**src/rtl/freq_meter_multi_pkg.sv**
```systemverilog
// Purpose : shared FSM encodings and width helper for the multi-channel frequency meter.
// Latency : n/a (declarations only).
// Backpressure: n/a.
package freq_meter_multi_pkg;

  // Two-state controller: idle, or a gate is open.
  localparam logic [0:0] ST_IDLE = 1'b0;
  localparam logic [0:0] ST_GATE = 1'b1;

  // Default count width: a channel can toggle at most at clk/2,
  // so a one-second gate never needs more bits than this.
  function automatic int cnt_w_for(input longint clk_hz);
    return $clog2(clk_hz / 2);
  endfunction

endpackage

```
**src/rtl/freq_meter_multi_if.sv**
```systemverilog
// Purpose : control/status bundle between the frequency meter and its user.
// Latency : n/a (wires only).
// Backpressure: none; results are level-held between done pulses.
// Signals : waveform (async inputs), enable, start, cont -> meter;
//           busy, done, frequency (ch i at [i*CNT_W +: CNT_W]), overflow <- meter.
interface freq_meter_multi_if #(
  parameter int NUM_CH = 4,
  parameter int CNT_W  = 26
);
  logic [NUM_CH-1:0]       waveform;
  logic                    enable;
  logic                    start;
  logic                    cont;
  logic                    busy;
  logic                    done;
  logic [NUM_CH*CNT_W-1:0] frequency;
  logic [NUM_CH-1:0]       overflow;

  modport master (
    output waveform, enable, start, cont,
    input  busy, done, frequency, overflow
  );

  modport slave (
    input  waveform, enable, start, cont,
    output busy, done, frequency, overflow
  );
endinterface

```
**src/rtl/freq_meter_multi_chan.sv**
```systemverilog
// Purpose : one channel: 2-flop synchroniser, rising-edge detect, saturating edge counter with sticky overflow.
// Latency : pad to counted edge 3 clk; o_count_next/o_ovf_next are combinational from the counter state.
// Backpressure: none; counter holds at all-ones once saturated.
// Ports   : clk, reset_n; i_waveform (async), i_clear (zero counter/ovf), i_count_en (accept edges);
//           o_count_next = counter + edge (saturating), o_ovf_next = ovf | saturating increment.
module freq_meter_multi_chan #(
  parameter int CNT_W = 26
) (
  input  logic             clk,
  input  logic             reset_n,
  input  logic             i_waveform,
  input  logic             i_clear,
  input  logic             i_count_en,
  output logic [CNT_W-1:0] o_count_next,
  output logic             o_ovf_next
);
  logic             r_s1;
  logic             r_s2;
  logic             r_s3;
  logic [CNT_W-1:0] r_cnt;
  logic             r_ovf;
  logic             w_edge;
  logic             w_full;

  assign w_edge       = r_s2 & ~r_s3;
  assign w_full       = &r_cnt;
  assign o_count_next = w_full ? r_cnt : r_cnt + CNT_W'(w_edge);
  assign o_ovf_next   = r_ovf | (w_full & w_edge);

  // Synchroniser and edge flops run regardless of gate state so that
  // opening a gate never produces a spurious edge.
  always_ff @(posedge clk or negedge reset_n) begin
    if (!reset_n) begin
      r_s1 <= 1'b0;
      r_s2 <= 1'b0;
      r_s3 <= 1'b0;
    end else begin
      r_s1 <= i_waveform;
      r_s2 <= r_s1;
      r_s3 <= r_s2;
    end
  end

  // Clear beats count: at a gate boundary the edge of that cycle is already
  // folded into o_count_next, which the top latches as the result.
  always_ff @(posedge clk or negedge reset_n) begin
    if (!reset_n) begin
      r_cnt <= '0;
      r_ovf <= 1'b0;
    end else if (i_clear) begin
      r_cnt <= '0;
      r_ovf <= 1'b0;
    end else if (i_count_en) begin
      r_cnt <= o_count_next;
      r_ovf <= o_ovf_next;
    end
  end
endmodule

```
**src/rtl/freq_meter_multi.sv**
```systemverilog
// Purpose : NUM_CH-channel gated frequency counter with one-shot, continuous, abort and saturation.
// Latency : done pulses the cycle after the last gate cycle; results held until the next done.
// Backpressure: none; start ignored while busy, abort (enable=0) drops the gate without done.
// Ports   : clk, reset_n (async, active low); bus (slave): waveform, enable, start, cont in;
//           busy, done, frequency, overflow out.
module freq_meter_multi
  import freq_meter_multi_pkg::*;
#(
  parameter int CLK_FREQ_HZ = 100_000_000,
  parameter int GATE_CYCLES = 100_000_000,
  parameter int NUM_CH      = 4,
  parameter int CNT_W       = cnt_w_for(CLK_FREQ_HZ)
) (
  input logic               clk,
  input logic               reset_n,
  freq_meter_multi_if.slave bus
);
  localparam int             GW   = $clog2(GATE_CYCLES);
  localparam logic [GW-1:0]  LAST = GW'(GATE_CYCLES - 1);

  logic [0:0]              r_state;
  logic [GW-1:0]           r_gate_cnt;
  logic                    r_done;
  logic [NUM_CH*CNT_W-1:0] r_frequency;
  logic [NUM_CH-1:0]       r_overflow;
  logic [NUM_CH*CNT_W-1:0] w_count_next;
  logic [NUM_CH-1:0]       w_ovf_next;
  logic                    w_in_gate;
  logic                    w_last;
  logic                    w_clear;

  assign w_in_gate = (r_state == ST_GATE);
  assign w_last    = w_in_gate && (r_gate_cnt == LAST);
  // Counters stay zeroed outside a gate, on abort, and restart from zero at
  // every gate boundary so back-to-back gates have no dead cycle.
  assign w_clear   = !w_in_gate || !bus.enable || w_last;

  for (genvar g = 0; g < NUM_CH; g++) begin : g_ch
    freq_meter_multi_chan #(
      .CNT_W (CNT_W)
    ) u_chan (
      .clk          (clk),
      .reset_n      (reset_n),
      .i_waveform   (bus.waveform[g]),
      .i_clear      (w_clear),
      .i_count_en   (w_in_gate),
      .o_count_next (w_count_next[g*CNT_W +: CNT_W]),
      .o_ovf_next   (w_ovf_next[g])
    );
  end

  always_ff @(posedge clk or negedge reset_n) begin
    if (!reset_n) begin
      r_state     <= ST_IDLE;
      r_gate_cnt  <= '0;
      r_done      <= 1'b0;
      r_frequency <= '0;
      r_overflow  <= '0;
    end else begin
      r_done <= 1'b0;
      case (r_state)
        ST_IDLE: begin
          if (bus.enable && (bus.start || bus.cont)) begin
            r_state    <= ST_GATE;
            r_gate_cnt <= '0;
          end
        end
        default: begin
          if (!bus.enable) begin
            // Abort wins even on the last cycle: no done, results untouched.
            r_state    <= ST_IDLE;
            r_gate_cnt <= '0;
          end else if (w_last) begin
            r_frequency <= w_count_next;
            r_overflow  <= w_ovf_next;
            r_done      <= 1'b1;
            r_gate_cnt  <= '0;
            if (!bus.cont) begin
              r_state <= ST_IDLE;
            end
          end else begin
            r_gate_cnt <= r_gate_cnt + GW'(1);
          end
        end
      endcase
    end
  end

  assign bus.busy      = w_in_gate;
  assign bus.done      = r_done;
  assign bus.frequency = r_frequency;
  assign bus.overflow  = r_overflow;
endmodule

```
**src/flat_wrapper.sv**
```systemverilog
// flat-port wrapper written by rule: the top's interface ports become plain ports
module freq_meter_multi_flat import freq_meter_multi_pkg::*;
#(
  parameter int CLK_FREQ_HZ = 100_000_000,
  parameter int GATE_CYCLES = 100_000_000,
  parameter int NUM_CH      = 4,
  parameter int CNT_W       = cnt_w_for(CLK_FREQ_HZ)
)
  (clk, reset_n, bus_waveform, bus_enable, bus_start, bus_cont, bus_busy, bus_done, bus_frequency, bus_overflow);
  freq_meter_multi_if #(.NUM_CH(NUM_CH), .CNT_W(CNT_W)) bus_i ();
  input logic clk;
  input logic reset_n;
  input wire logic [$bits(bus_i.waveform)-1:0] bus_waveform;
  input wire logic [$bits(bus_i.enable)-1:0] bus_enable;
  input wire logic [$bits(bus_i.start)-1:0] bus_start;
  input wire logic [$bits(bus_i.cont)-1:0] bus_cont;
  output wire logic [$bits(bus_i.busy)-1:0] bus_busy;
  output wire logic [$bits(bus_i.done)-1:0] bus_done;
  output wire logic [$bits(bus_i.frequency)-1:0] bus_frequency;
  output wire logic [$bits(bus_i.overflow)-1:0] bus_overflow;
  assign bus_i.waveform = bus_waveform;
  assign bus_i.enable = bus_enable;
  assign bus_i.start = bus_start;
  assign bus_i.cont = bus_cont;
  assign bus_busy = bus_i.busy;
  assign bus_done = bus_i.done;
  assign bus_frequency = bus_i.frequency;
  assign bus_overflow = bus_i.overflow;
  freq_meter_multi #(.CLK_FREQ_HZ(CLK_FREQ_HZ), .GATE_CYCLES(GATE_CYCLES), .NUM_CH(NUM_CH), .CNT_W(CNT_W)) u_core (.clk(clk), .reset_n(reset_n), .bus(bus_i));
endmodule
```
**config.mk**
```make
export PLATFORM = sky130hd
export DESIGN_NAME = freq_meter_multi_flat
export DESIGN_NICKNAME = d
export VERILOG_FILES = /design/src/rtl/freq_meter_multi_pkg.sv /design/src/rtl/freq_meter_multi_if.sv /design/src/rtl/freq_meter_multi_chan.sv /design/src/rtl/freq_meter_multi.sv /design/src/flat_wrapper.sv
export SDC_FILE = /design/constraint.sdc
export NUM_CORES = 1
export LEC_CHECK = 0
export ABC_AREA = 1
export CAP_MARGIN = 20
export CORE_ASPECT_RATIO = 0.5
export CORE_MARGIN = 2
export CORE_UTILIZATION = 55
export CTS_BUF_LIST = sky130_fd_sc_hd__clkbuf_4 sky130_fd_sc_hd__clkbuf_8
export DETAILED_ROUTE_END_ITERATION = 7
export GPL_ROUTABILITY_DRIVEN = 0
export PLACE_DENSITY_LB_ADDON = 0.12
export SLEW_MARGIN = 20
export SYNTH_ARGS = -nofsm -noshare
export SYNTH_HDL_FRONTEND = slang
export SYNTH_SLANG_ARGS = --single-unit
```
**constraint.sdc**
```tcl
create_clock -name clk -period 3.16 [get_ports clk]
set_input_delay 0.632 -clock clk [delete_from_list [all_inputs] [get_ports clk]]
set_output_delay 0.632 -clock clk [all_outputs]
set_load 0.1 [all_outputs]
```
After elaboration in Yosys (flattened, before gate mapping)
Index checks and enable logic that the tools add are counted.
- $add $sub $neg: 5
- multiply operators: 0
- divide/modulo/power cells: 0
- magnitude comparators: 0
- equal/unequal tests: 1
- shift-type cells: 0
- mux-type cells: 32
- bitwise logic cells: 16
- reductions and logical operators: 14
- operators with widths (kind ; number):
    26-bit 2-to-1 mux ; 12
    27-bit 2-to-1 mux ; 4
    26-bit by 1-bit adder with 26-bit output ; 4
    26-bit AND reduction ; 4
    27-bit by 1-bit adder with 27-bit output, second input constant ; 1
    27-bit equality test, second input constant ; 1
    1-bit 2-to-1 mux ; 16
    1-bit bitwise AND ; 8
    1-bit inverter ; 4
    1-bit bitwise OR ; 4
    2-bit nonzero test ; 2
    1-bit logical OR ; 3
    3-bit AND reduction ; 1
    1-bit logical AND ; 2
    1-bit zero test ; 2
- register bits: 257
- bits in latches: 0
- RAM bits: 0
- bits in read-only memories: 0
- bits of input ports: 9
- word-level logic and storage cells: 93
- memories: 0

Logic depth before layout (Yosys ltp)
- word-level depth: 6
- depth in mapped cells: 13

Cells and area by module
A second synthesis with hierarchy kept.
- cell total of the unflattened synthesis: 2002
- area, all modules: 14348.8 µm²
- by module, submodules not included (module ; times used ; cells each ; area an instance (µm²) ; seq. area each (µm²)):
    freq_meter_multi ; 1 ; 740 ; 6004.5 ; 3428.3
    freq_meter_multi_chan at u_core.g_ch[1].u_chan ... ; 2 ; 316 ; 2084.5 ; 750.7
    freq_meter_multi_chan at u_core.g_ch[0].u_chan ; 1 ; 315 ; 2089.5 ; 750.7
    freq_meter_multi_chan at u_core.g_ch[3].u_chan ; 1 ; 315 ; 2085.8 ; 750.7

Least setup slack after synthesis
OpenSTA, ideal clock, no wires.
- kind: register -> register
- start: reg u_core.r_state, in the netlist u_core.bus.busy
- end: reg u_core.g_ch[0].u_chan.r_cnt[13]
- arrival: 1.982 ns
- required time: 3.097 ns
- setup slack: 1.115 ns
- cell stages (with the launch flop): 8
- path buffers: 1
- cell sequence: dfrtp_1 > nand2_1 > inv_1 > nand2_1 > inv_2 > clkbuf_1 > nand2_1 > inv_1
- word-level cells in the longest chain between the ends: 4
- ends and longest elaborated chain (item ; RTL line ; RTL):
    start, declared ; freq_meter_multi.sv:21 ; logic [0:0] r_state;
    start signal, assigned ; freq_meter_multi.sv:54 ; r_state <= ST_IDLE;
    start signal, assigned ; freq_meter_multi.sv:64 ; r_state <= ST_GATE;
    start signal, assigned ; freq_meter_multi.sv:71 ; r_state <= ST_IDLE;
    1-bit zero test ; freq_meter_multi.sv:36 ; assign w_clear = !w_in_gate || !bus.enable || w_last;
    1-bit logical OR (2 in series) ; freq_meter_multi.sv:36 ;
    26-bit 2-to-1 mux or 2-bit nonzero test (tied branches) ; -- ;
    end signal, assigned ; freq_meter_multi_chan.sv:54 ; r_cnt <= o_count_next;
    end, declared ; freq_meter_multi_chan.sv:20 ; logic [CNT_W-1:0] r_cnt;
Several ways; a longest one is shown, not always the timed one.
A chain may end at the register's enable or synchronous reset.

Final worst setup path
- start: reg u_core.r_gate_cnt[0]
- end: reg u_core.r_frequency[88], in the netlist u_core.bus.frequency[88]
- word-level cells in the longest chain between the ends: 3
- ends and longest elaborated chain (item ; RTL line ; RTL):
    start, declared ; freq_meter_multi.sv:22 ; logic [GW-1:0] r_gate_cnt;
    start signal, assigned ; freq_meter_multi.sv:82 ; r_gate_cnt <= r_gate_cnt + GW'(1);
    27-bit equality test ; freq_meter_multi.sv:33 ; assign w_last = w_in_gate && (r_gate_cnt == LAST);
    1-bit logical AND ; freq_meter_multi.sv:33 ;
    3-bit AND reduction (no line) ; -- ;
    end signal, assigned ; freq_meter_multi.sv:74 ; r_frequency <= w_count_next;
    end, declared ; freq_meter_multi.sv:24 ; logic [NUM_CH*CNT_W-1:0] r_frequency;
Every way passes these cells.

==> out/metrics.cfg <==
[drt]
drtAntennaViolNets = 0
drc = 7
wl_per_cell_um = 14.63
routed_wl_um = 32540
vias_per_cell = 5.329
dr.pass1.iters = 7
vias = 11860
drtIter0Drc = 1202

[global_route]
grt_max_degree = 106
grt_pass1_vias = 11430
gr-total-overflow = 0
grt_antenna_before_repair = 0
grt_pass1_wl_um = 54820
grt.total_usage_pct = 26.50

[timing]
fin_setup_tns_ps = 0
fmax_ghz = 0.4133
tightest_slew_ps = 660.8
skew_ps = 25.56
slew_headroom_pct = 55.95
rsz0062_at_grt = no
finalWorstPathRequiredPeriod_ps = 2419
fin_crit_sh_pct = 76.56
finalSetupViolCount = 0
hold_violations = 0
slew_viol_final = 0

[die]
pin_count = 119
rows = 39
die_y_um = 112.9
die_w_um = 221.8
coreArea_um2 = 23030
start_util_pct = 56.62
dieArea_um2 = 25030

[setup_path]
r2r_cells = 9
worst_setup_path_start_kind = flop
crit_type = flop to flop
crit_path_end_kind = flop
critical_path_required_ps = 3620
critPathArrivalTime_ps = 2880
path_max_fanout = 61

[cts]
cts_buffer_depth = 3
clkTransAtPathRegs_ps = 60
cts_hold_buf = 0
cts_tree = built
cts_setup_buffers = 0
cts_root_buf = clkbuf_8
cts_resized = 0
cts_sinks = 257
cts_made_buffers = 38
clk_latency_ps = 550
htree_levels = 2

[synth]
synth.mux.area_fraction_pct = 0
ys_seq_area_share_pct = 49.31
synth_simple_gate_area_share_pct = 36.82
synth_adder_area_share_pct = 0.8635
syn_area_um2 = 13040
ys_seq_elements = 257
yosys_warnings = 0
synth_xor_area_share_pct = 1.612
avgSynthCellArea_um2 = 7.360
syn-num-nets = 1790
netlist_instances = 1772
synth_compound_area_share_pct = 3.866
synth_cell_types = 29
synth_top_family_by_area = simple AND/OR/NAND/NOR gates

[status]
status = finished with violations
violations = design-rule violations

[final_layout]
nets = 1919
multi_input_area_um2 = 5632
fillers = 2028
diodes = 0
fin_area_um2 = 14920
seq_area_um2 = 6431
area_growth_pct = 14.40
drive_gt1_share_pct = 11.57

[place]
dpl-instance-area_um2 = 14220
dpl.hpwl_um = 23170
portBuffers = 118

[pwr]
p_leak_nw = 7.734
power.density_nw_per_um2 = 418.9
vdd_drop_max_uv = 227.9

[min_path]
hold_class = input port to asynchronous set/reset pin

[run]
maxCapViolations = 0

==> cell type report <==
type / count / area share (%)
sequential: 257 / 43.11
multi-input combinational: 1286 / 37.75
timing repair buffer: 137 / 7.313
clock buffer: 55 / 4.613
inverter: 181 / 4.562
tap: 307 / 2.575
clock inverter: 2 / 0.08386
==> layer usage <==
metal	routed length, um	up-vias	GRT usage, %	share of wire (%)
met2	14590	409	42.37	45
li1	-	5780	-	-
met3	2201	64	4.648	6.8
met4	652	0	7.207	2.0
met5	0	-	0	0
met1	15100	5604	37.80	46
==> synth_stat cells, drive strengths merged <==
cell type    n  area share (%)
a31oi       35             1.7
nand2      704              20
dfrtp      257              49
a21o         1           0.058
nor3        22            0.84
xor2        15             1.0
ha           9            0.86
nand3b      21             1.3
a21oi        9            0.35
o211ai       1           0.058
buf         34             1.9
inv        180             5.2
nor2       227             6.6
clkinv       1           0.029
nor3b        1           0.058
o21ai       45             1.7
clkbuf      14            0.41
nand3      132             5.1
or2         29             1.4
nand4       24             1.2
xnor2        9            0.60
and2         1           0.048
and3         1           0.048
==> sequential cells by signal, indices dropped and copies added, names as in the netlist, 4 cells and up <==
register / flops
u_core.g_ch.u_chan.r_s1: 4
u_core.bus.overflow: 4
u_core.g_ch.u_chan.r_s2: 4
u_core.r_gate_cnt: 27
u_core.bus.frequency: 104
u_core.g_ch.u_chan.r_cnt: 104
u_core.g_ch.u_chan.r_s3: 4
u_core.g_ch.u_chan.r_ovf: 4
==> power breakdown <==
part / switching (mW) / total (mW) / internal, mW
Combinational: 0.219 / 0.282 / 0.0627
Clock: 1.25 / 2.63 / 1.38
Sequential: 0.0249 / 3.34 / 3.31
==> final timing paths <==
| kind | from | to | slack, ps |
|---|---|---|---|
| setup / recovery | u_core.r_gate_cnt[0] | u_core.bus.frequency[88] | 740 |
| hold / removal | reset_n | u_core.g_ch[2].u_chan.r_cnt[15] | 20 |
| setup reg to reg | u_core.r_gate_cnt[0] | u_core.bus.frequency[88] | 740 |
| hold reg to reg | u_core.g_ch[3].u_chan.r_s1 | u_core.g_ch[3].u_chan.r_s2 | 360 |
| max in group asynchronous | reset_n | u_core.g_ch[3].u_chan.r_cnt[24] | 2260 |
| min in group clk | u_core.g_ch[3].u_chan.r_s1 | u_core.g_ch[3].u_chan.r_s2 | 360 |
==> cell usage in the layout (no fill, tap or decap), types with 11 or more instances in the layout <==
cell type / Yosys / layout
nand2_1: 704 / 703
dfrtp_1: 257 / 257
nor2_1: 225 / 225
inv_1: 178 / 178
nand3_1: 132 / 132
buf_4: 6 / 126
o21ai_0: 45 / 45
clkbuf_8: 0 / 44
a31oi_1: 35 / 35
or2_2: 29 / 29
nand4_1: 24 / 24
nor3_1: 22 / 22
nand3b_1: 20 / 20
xor2_1: 15 / 15
clkbuf_4: 0 / 11
==> worst max-delay path, cell delays in order (launching register included) <==
cell and delay [ps]:
dfrtp_1 470, ha_1 220, nand2_1 110, nor2_4 160
nand3_1 120, nand3b_4 200, nor2_4 120, buf_4 540
o21ai_0 230, nand2_1 110
==> metrics by stage <==
stage	worst slack (ps)	utilization (%)	hold WS (ps)	cells	total power [mW]
2_1_floorplan	1115	-	331.2	1772	3.527
3_3_place_gp	710.1	61.73	333.9	2168	3.675
3_5_place_dp	631.3	61.73	337.9	2168	3.681
4_1_cts	770.8	64.78	33.57	2225	6.317
5_1_grt	457.2	64.78	60.62	2225	6.490
6_report	740.6	64.78	15.59	2225	6.250
==> cell families (layout without fill, tap and decap cells) <==
kind of cell,after synthesis,after routing
AOI/OAI and AO/OA,91,91
xor gates and xnor gates,24,24
adders and majority gates,9,9
buffers and inverters,229,375
DFF,257,257
and+or+nand+nor,1162,1162
(Power assumes the default switching activity.)
